===== src/rtl/spi_slave_pkg.sv =====
// Shared opcodes, widths and sequencer state encoding for the SPI slave
// command controller.
package spi_slave_pkg;

  localparam int ADDR_W = 8;
  localparam int DATA_W = 16;

  localparam logic [7:0] CMD_WR    = 8'h01;
  localparam logic [7:0] CMD_RD    = 8'h02;
  localparam logic [7:0] IDLE_BYTE = 8'h00;

  typedef enum logic [3:0] {
    IDLE,
    ADDR,
    WR_HI,
    WR_LO,
    RD_REQ,
    RD_WAIT,
    RD_HI,
    RD_LO,
    DISCARD
  } state_t;

endpackage


===== src/rtl/spi_slave_cmd_ctrl.sv =====
// Command decoder and RAM sequencer: parses opcode/address/data bytes from the
// SPI shifter, drives single-cycle RAM strobes and streams read words back.
module spi_slave_cmd_ctrl
  import spi_slave_pkg::*;
(
  input  logic              clk,
  input  logic              rst_n,
  input  logic              cs_n,
  input  logic              rx_valid,
  input  logic [7:0]        rx_byte,
  input  logic              tx_take,
  output logic [7:0]        tx_byte,
  output logic              ram_we,
  output logic [ADDR_W-1:0] ram_waddr,
  output logic [DATA_W-1:0] ram_wdata,
  output logic              ram_re,
  output logic [ADDR_W-1:0] ram_raddr,
  input  logic [DATA_W-1:0] ram_rdata,
  output logic [7:0]        err_cnt,
  output state_t            state_dbg
);

  // Byte-side handshake: rx_valid and tx_take are single-cycle pulses with no
  // back-pressure; a pulse is consumed only in a state that expects it and
  // only while cs_n is low, otherwise it is dropped.

  state_t              state, state_n;
  logic                wr_mode, wr_mode_n;
  logic [ADDR_W-1:0]   ptr, ptr_n;
  logic [7:0]          hi_byte, hi_byte_n;
  logic [7:0]          shadow_lo, shadow_lo_n;
  logic [7:0]          tx_byte_n;
  logic                ram_we_n, ram_re_n;
  logic [ADDR_W-1:0]   ram_waddr_n, ram_raddr_n;
  logic [DATA_W-1:0]   ram_wdata_n;
  logic [7:0]          err_cnt_n;

  assign state_dbg = state;

  always_comb begin
    state_n     = state;
    wr_mode_n   = wr_mode;
    ptr_n       = ptr;
    hi_byte_n   = hi_byte;
    shadow_lo_n = shadow_lo;
    tx_byte_n   = tx_byte;
    ram_we_n    = 1'b0;
    ram_waddr_n = ram_waddr;
    ram_wdata_n = ram_wdata;
    ram_re_n    = 1'b0;
    ram_raddr_n = ram_raddr;
    err_cnt_n   = err_cnt;

    if (cs_n) begin
      // Frame end beats any byte event in the same cycle.
      state_n   = IDLE;
      tx_byte_n = IDLE_BYTE;
    end else begin
      unique case (state)
        IDLE: begin
          if (rx_valid) begin
            if (rx_byte == CMD_WR) begin
              state_n   = ADDR;
              wr_mode_n = 1'b1;
            end else if (rx_byte == CMD_RD) begin
              state_n   = ADDR;
              wr_mode_n = 1'b0;
            end else begin
              state_n   = DISCARD;
              err_cnt_n = (err_cnt == 8'hFF) ? err_cnt : err_cnt + 8'd1;
            end
          end
        end
        ADDR: begin
          if (rx_valid) begin
            ptr_n   = rx_byte;
            state_n = wr_mode ? WR_HI : RD_REQ;
          end
        end
        WR_HI: begin
          if (rx_valid) begin
            hi_byte_n = rx_byte;
            state_n   = WR_LO;
          end
        end
        WR_LO: begin
          if (rx_valid) begin
            ram_we_n    = 1'b1;
            ram_waddr_n = ptr;
            ram_wdata_n = {hi_byte, rx_byte};
            ptr_n       = ptr + 8'd1;
            state_n     = WR_HI;
          end
        end
        RD_REQ: state_n = RD_WAIT;
        RD_WAIT: begin
          shadow_lo_n = ram_rdata[7:0];
          tx_byte_n   = ram_rdata[15:8];
          state_n     = RD_HI;
        end
        RD_HI: begin
          if (tx_take) begin
            tx_byte_n = shadow_lo;
            state_n   = RD_LO;
          end
        end
        RD_LO: begin
          if (tx_take) begin
            ptr_n   = ptr + 8'd1;
            state_n = RD_REQ;
          end
        end
        DISCARD: state_n = DISCARD;
        default: state_n = IDLE;
      endcase
    end

    // The read strobe is registered on entry so it is high while in RD_REQ,
    // one cycle after the address byte or the low-byte take.
    if (state_n == RD_REQ) begin
      ram_re_n    = 1'b1;
      ram_raddr_n = ptr_n;
    end
  end

  always_ff @(posedge clk or negedge rst_n) begin
    if (!rst_n) begin
      state     <= IDLE;
      wr_mode   <= 1'b0;
      ptr       <= '0;
      hi_byte   <= 8'h00;
      shadow_lo <= 8'h00;
      tx_byte   <= IDLE_BYTE;
      ram_we    <= 1'b0;
      ram_waddr <= '0;
      ram_wdata <= '0;
      ram_re    <= 1'b0;
      ram_raddr <= '0;
      err_cnt   <= 8'h00;
    end else begin
      state     <= state_n;
      wr_mode   <= wr_mode_n;
      ptr       <= ptr_n;
      hi_byte   <= hi_byte_n;
      shadow_lo <= shadow_lo_n;
      tx_byte   <= tx_byte_n;
      ram_we    <= ram_we_n;
      ram_waddr <= ram_waddr_n;
      ram_wdata <= ram_wdata_n;
      ram_re    <= ram_re_n;
      ram_raddr <= ram_raddr_n;
      err_cnt   <= err_cnt_n;
    end
  end

endmodule


===== config.mk =====
export PLATFORM = sky130hd
export DESIGN_NAME = spi_slave_cmd_ctrl
export DESIGN_NICKNAME = d
export VERILOG_FILES = /design/src/rtl/spi_slave_pkg.sv /design/src/rtl/spi_slave_cmd_ctrl.sv
export SDC_FILE = /design/constraint.sdc
export NUM_CORES = 1
export LEC_CHECK = 0
export CAP_MARGIN = 10
export CORE_UTILIZATION = 25
export CTS_BUF_LIST = sky130_fd_sc_hd__clkbuf_4
export DETAILED_ROUTE_END_ITERATION = 8
export PLACE_DENSITY = 0.58
export SYNTH_ARGS = -nofsm -noshare
export SYNTH_HDL_FRONTEND = slang
export SYNTH_SLANG_ARGS = --single-unit

===== constraint.sdc =====
create_clock -name clk -period 2.9 [get_ports clk]
set_clock_uncertainty 0.1 [all_clocks]
set_input_delay 0.87 -clock clk [delete_from_list [all_inputs] [get_ports clk]]
set_output_delay 0.87 -clock clk [all_outputs]
set_load 0.01 [all_outputs]

## After elaboration in Yosys (flattened, before gate mapping)

Cells that the tools add are included.
Widths: inputs -> output; s select.

- Flip-flop bits (word level): 79
- Output and inout bits: 54
- Memories kept: 0
- Memory bits (writable): 0
- Logic and storage cells: 65
- Input port bits: 29
- Memory bits (read-only): 0
- Latch bits: 0

- Equal/unequal tests: 13
- Multipliers: 0
- Magnitude comparators: 0
- Reductions and logical operators: 9
- Bitwise gates (word level): 4
- Muxes and demuxes: 25
- Div/mod/pow operators: 0
- Add/sub/neg operators: 2
- Shift-type cells: 0

Operator list:

| kind | count |
|---|---|
| $mux 8 | 6 |
| $mux 4 | 9 |
| $pmux 4 s9 | 1 |
| $pmux 8 s3 | 1 |
| $eq 4x3->1 const B | 5 |
| $add 8x1->8 const B | 2 |
| $pmux 8 s2 | 1 |
| $eq 4x2->1 const B | 2 |
| $eq 8x1->1 const B | 1 |
| $eq 8x2->1 const B | 1 |
| $eq 8x8->1 const B | 1 |
| $mux 1 | 6 |
| $reduce_and 3->1 | 2 |
| $reduce_and 6->1 | 1 |
| $eq 4x1->1 const B | 1 |
| $eq 4x4->1 const B | 1 |
| $logic_not 4->1 | 1 |
| $not 1->1 | 4 |
| $reduce_and 2->1 | 2 |
| $reduce_and 4->1 | 1 |
| $mux 3 | 1 |
| $ne 3x3->1 const B | 1 |
| $reduce_bool 3->1 | 1 |
| $reduce_bool 2->1 | 1 |

## Longest topological paths before layout

Gate-level depths: netlist (run 1).

- Depth after elaboration: 8
- Depth in mapped cells: 7
- Gate-level depth less buffers: 6

## Least setup slack after synthesis (run 1)

No wires, ideal clock.

- Path type: input-to-reg
- Start point: input cs_n
- End point: register err_cnt[1]
- Stages on the path: 4
- Arrival: 2366 ps
- Setup slack: 309 ps
- Path through: or4b_4 or3_4 nor3_4 mux2_2

- Longest elaborated chain between the ends: 2

Ends and longest elaborated chain:

| element | line | RTL |
|---|---|---|
| from (decl) | spi_slave_cmd_ctrl.sv:8 | `input logic cs_n,` |
| $not 1->1 (no source line) | -- |  |
| $reduce_and 6->1 (no source line) | -- |  |
| to (signal assigned) | spi_slave_cmd_ctrl.sv:152 | `err_cnt <= err_cnt_n;` |
| to (decl) | spi_slave_cmd_ctrl.sv:19 | `output logic [7:0] err_cnt,` |

Every way passes these cells.
A chain may end at the register's enable or synchronous reset.

## Final worst setup path (run 1)

- Start point: register state[1], in the netlist state_dbg[1]
- End point: output state_dbg[1]

RTL lines:

| element | line | RTL |
|---|---|---|
| from (decl) | spi_slave_cmd_ctrl.sv:27 | `state_t state, state_n;` |
| from (signal assigned) | spi_slave_cmd_ctrl.sv:141 | `state <= state_n;` |
| to (decl) | spi_slave_cmd_ctrl.sv:20 | `output state_t state_dbg` |

No word-level cell between the ends.

==> results of run 1 <==
-- power by group --
part	total [mW]	switching [mW]	leakage (nW)	internal, mW
clock	0.665	0.401	0.0704	0.264
sequential	1.23	0.0666	1.06	1.16
combinational	0.346	0.148	1.04	0.198
-- metrics by stage --
step | utilization (%) | hold slack (ns) | worst slack, ns | TNS, ns | std cells
floorplan | - | 0.374 | 0.309 | 0 | 307
global placement | 34.7 | 0.361 | -0.160 | -1.78 | 583
detailed placement | 34.7 | 0.372 | -0.185 | -3.70 | 583
CTS | 35.7 | 0.180 | 0.0758 | 0 | 599
global route | 35.7 | 0.194 | 0.0176 | 0 | 599
finish | 35.7 | 0.213 | 0.123 | 0 | 599
-- cell families after synthesis --
family | count (synthesis)
muxes | 56
buffers and inverters | 24
and+or+nand+nor | 81
AOI/OAI and AO/OA | 55
xor gates and xnor gates | 10
DFF | 79
adders and majority gates | 2
-- registers in the layout (all words and copies together), names as in the netlist --
name and flops:
ram_re 1, state_dbg 4, ram_waddr 8, hi_byte 8
ram_wdata 16, tx_byte 8, wr_mode 1, shadow_lo 8
ram_we 1, ptr 8, err_cnt 8, ram_raddr 8
-- worst min path at each step --
stage,from,endpoint,slack (ns),cells after the start
6_report,rst_n,err_cnt[2]$_DFFE_PN0P_,0.21,1
3_3_place_gp,tx_byte[0]$_DFFE_PN0P_,tx_byte[0]$_DFFE_PN0P_,0.36,2
3_5_place_dp,tx_byte[6]$_DFFE_PN0P_,tx_byte[6]$_DFFE_PN0P_,0.37,2
4_1_cts,rst_n,tx_byte[1]$_DFFE_PN0P_,0.18,1
5_1_grt,rst_n,err_cnt[5]$_DFFE_PN0P_,0.19,1
2_1_floorplan,hi_byte[7]$_DFFE_PN0P_,ram_wdata[15]$_DFFE_PN0P_,0.37,1
-- placed cells by master, fill, tap and decap left out, drive strengths merged, types with 7 or more instances in the layout --
cell type      synthesis  layout
mux2i                  9       9
nand3                  8       8
xnor2                  8       8
inv                   11      13
dfrtp                 79      79
and3                   7       7
nand2                 23      23
clkdlybuf4s50          0      81
o21ai                 10      10
clkbuf                 7       9
nor3                   8       8
nor2                  11      11
mux2                  47      47
o31ai                 11      11
buf                    6      28
-- layout make-up --
cell class / instances / area, um^2 / area share (%)
Clock buffer: 9 / 67.6 / 1.34
Clock inverter: 7 / 71.3 / 1.42
Inverter: 11 / 41.3 / 0.821
Multi-Input combinational cell: 204 / 1590 / 31.6
Sequential cell: 79 / 1980 / 39.3
Tap cell: 180 / 225 / 4.48
Timing Repair Buffer: 109 / 1060 / 21.0
-- routing by layer --
metal	wire length, um	GRT usage (%)	vias up
met3	525	3.55	10
met4	109	4.07	0
met2	4350	21.2	91
met1	4340	17.4	1385
met5	0	0	-
li1	-	-	1348
==> reports/metrics.yaml, run 1 <==
outcome: "completed"
wirelength_um: 9330
drtPass1Iterations: 5
place_hpwl_um: 6750
synthXorXnorAreaFrac_pct: 2.39
syn_avg_cell_area_um2: 12.0
irDropWorstVdd_uv: 226
grt_pass1_vias: 2878
cp.arrival_ns: 1.81
synthSimpleGateAreaFrac_pct: 13.0
postLayoutCellArea_um2: 5030
row_count: 43
path_depth: 1
start_kind: "register"
cts_hold_buf: 0
required_ns: 1.93
cts_buffer_depth: 2
die_h_um: 123
worst_r2r_path_depth: 4
synth_compound_area_share_pct: 10.3
power.total_mw: 2.24
grt_max_degree: 58
die_area_um2: 15200
synthTopCellsByCount: "79 x dfrtp_1, 47 x mux2_2, 23 x nand2_1"
clk_pin_slew_ns: 0.13
tightest_slew_ns: 0.561
grt_pass1_wl_um: 15100
via_per_inst: 4.73
cts-root-buf: "clkbuf_4"
nets: 445
antenna_cells: 0
yosys_most_used_dff: "dfrtp_1"
cts.sinks: 79
power_density_nw_per_um2: 445
cts_resized: 0
die_w_um: 123
hold_class: "in -> async"
synth_fa_ha_area_share_pct: 0.682
postRouteAntennaNets: 0
syn-cell-area_um2: 3670
antenna_found_initial: 0
wire_per_inst_um: 15.6
netlist_top_cells_area: "dfrtp_1 54%, mux2_2 14%, mux2i_1 2.5%"
cp_top_family: "flip-flops"
p_leak_nw: 2.18
layout-drive-gt1-share_pct: 22.9
clk_latency_ns: 0.44
worstSetupEndpoint: "state_dbg[1]"
synth_cells: 307
yosys-mux-area-fraction_pct: 16.9
drt_iter0_drc: 181
path_max_fanout: 18
ys_types: 47
synth_seq_cells: 79
finalCriticalPeriod_ns: 2.78
synthArstFlopShare_pct: 100
synth.most_common_cell: "dfrtp_1"
numCtsBuffers: 9
place_area_um2: 4890
rsz0062_at_grt: "no"
slew_violations: 0
gp_congestion: 0.857
period_share_pct: 95.8
crit_chain: "clkdlybuf4s50_1"
core_area_um2: 14100
regToRegEndpoint: "err_cnt[1]$_DFFE_PN0P_"
critPathKind: "reg -> out"
synth_top_family_by_area: "multiplexers"
ios: 83
critPathMaxStageDelay_ns: 0.72
area_growth_pct: 37.1
drv_cap: 0
hold_violations: 0
relSlewSlack_pct: 62.6
rrSetupSlack_ns: 0.63
endpoint_kind: "output pin"
port_buffers: 82
worst-path-buf-inv: 1
max_freq_ghz: 0.360
syn_nets: 338
grtUsageTotal_pct: 13.2
slowest_stage: "dfrtp_1"
drc_errors: 0
reg2reg_from: "state_dbg[3]$_DFF_PN0_"
cts_tree: "built"
synth_top_area_cell: "dfrtp_1"
nFillCells: 1416
synth_top_area_share_pct: 53.9
ys_warn_count: 0
yosysSeqAreaShare_pct: 53.9
gr-total-overflow: 0
initial_core_util_pct: 26.0
startpoint: "state_dbg[1]$_DFF_PN0_"
cts_setup_buffers: 0
htree_levels: 3
vias: 2834
synth-edff-count: 0
setup_violations: 0
Power figures use the tool's default switching activity.
==> run 2: changes to the inputs <==
Settings changed: HOLD_SLACK_MARGIN from default to 0.15.
==> results of run 2 <==
Same layout as run 1: the final DEF is identical, and so are final timing and power.
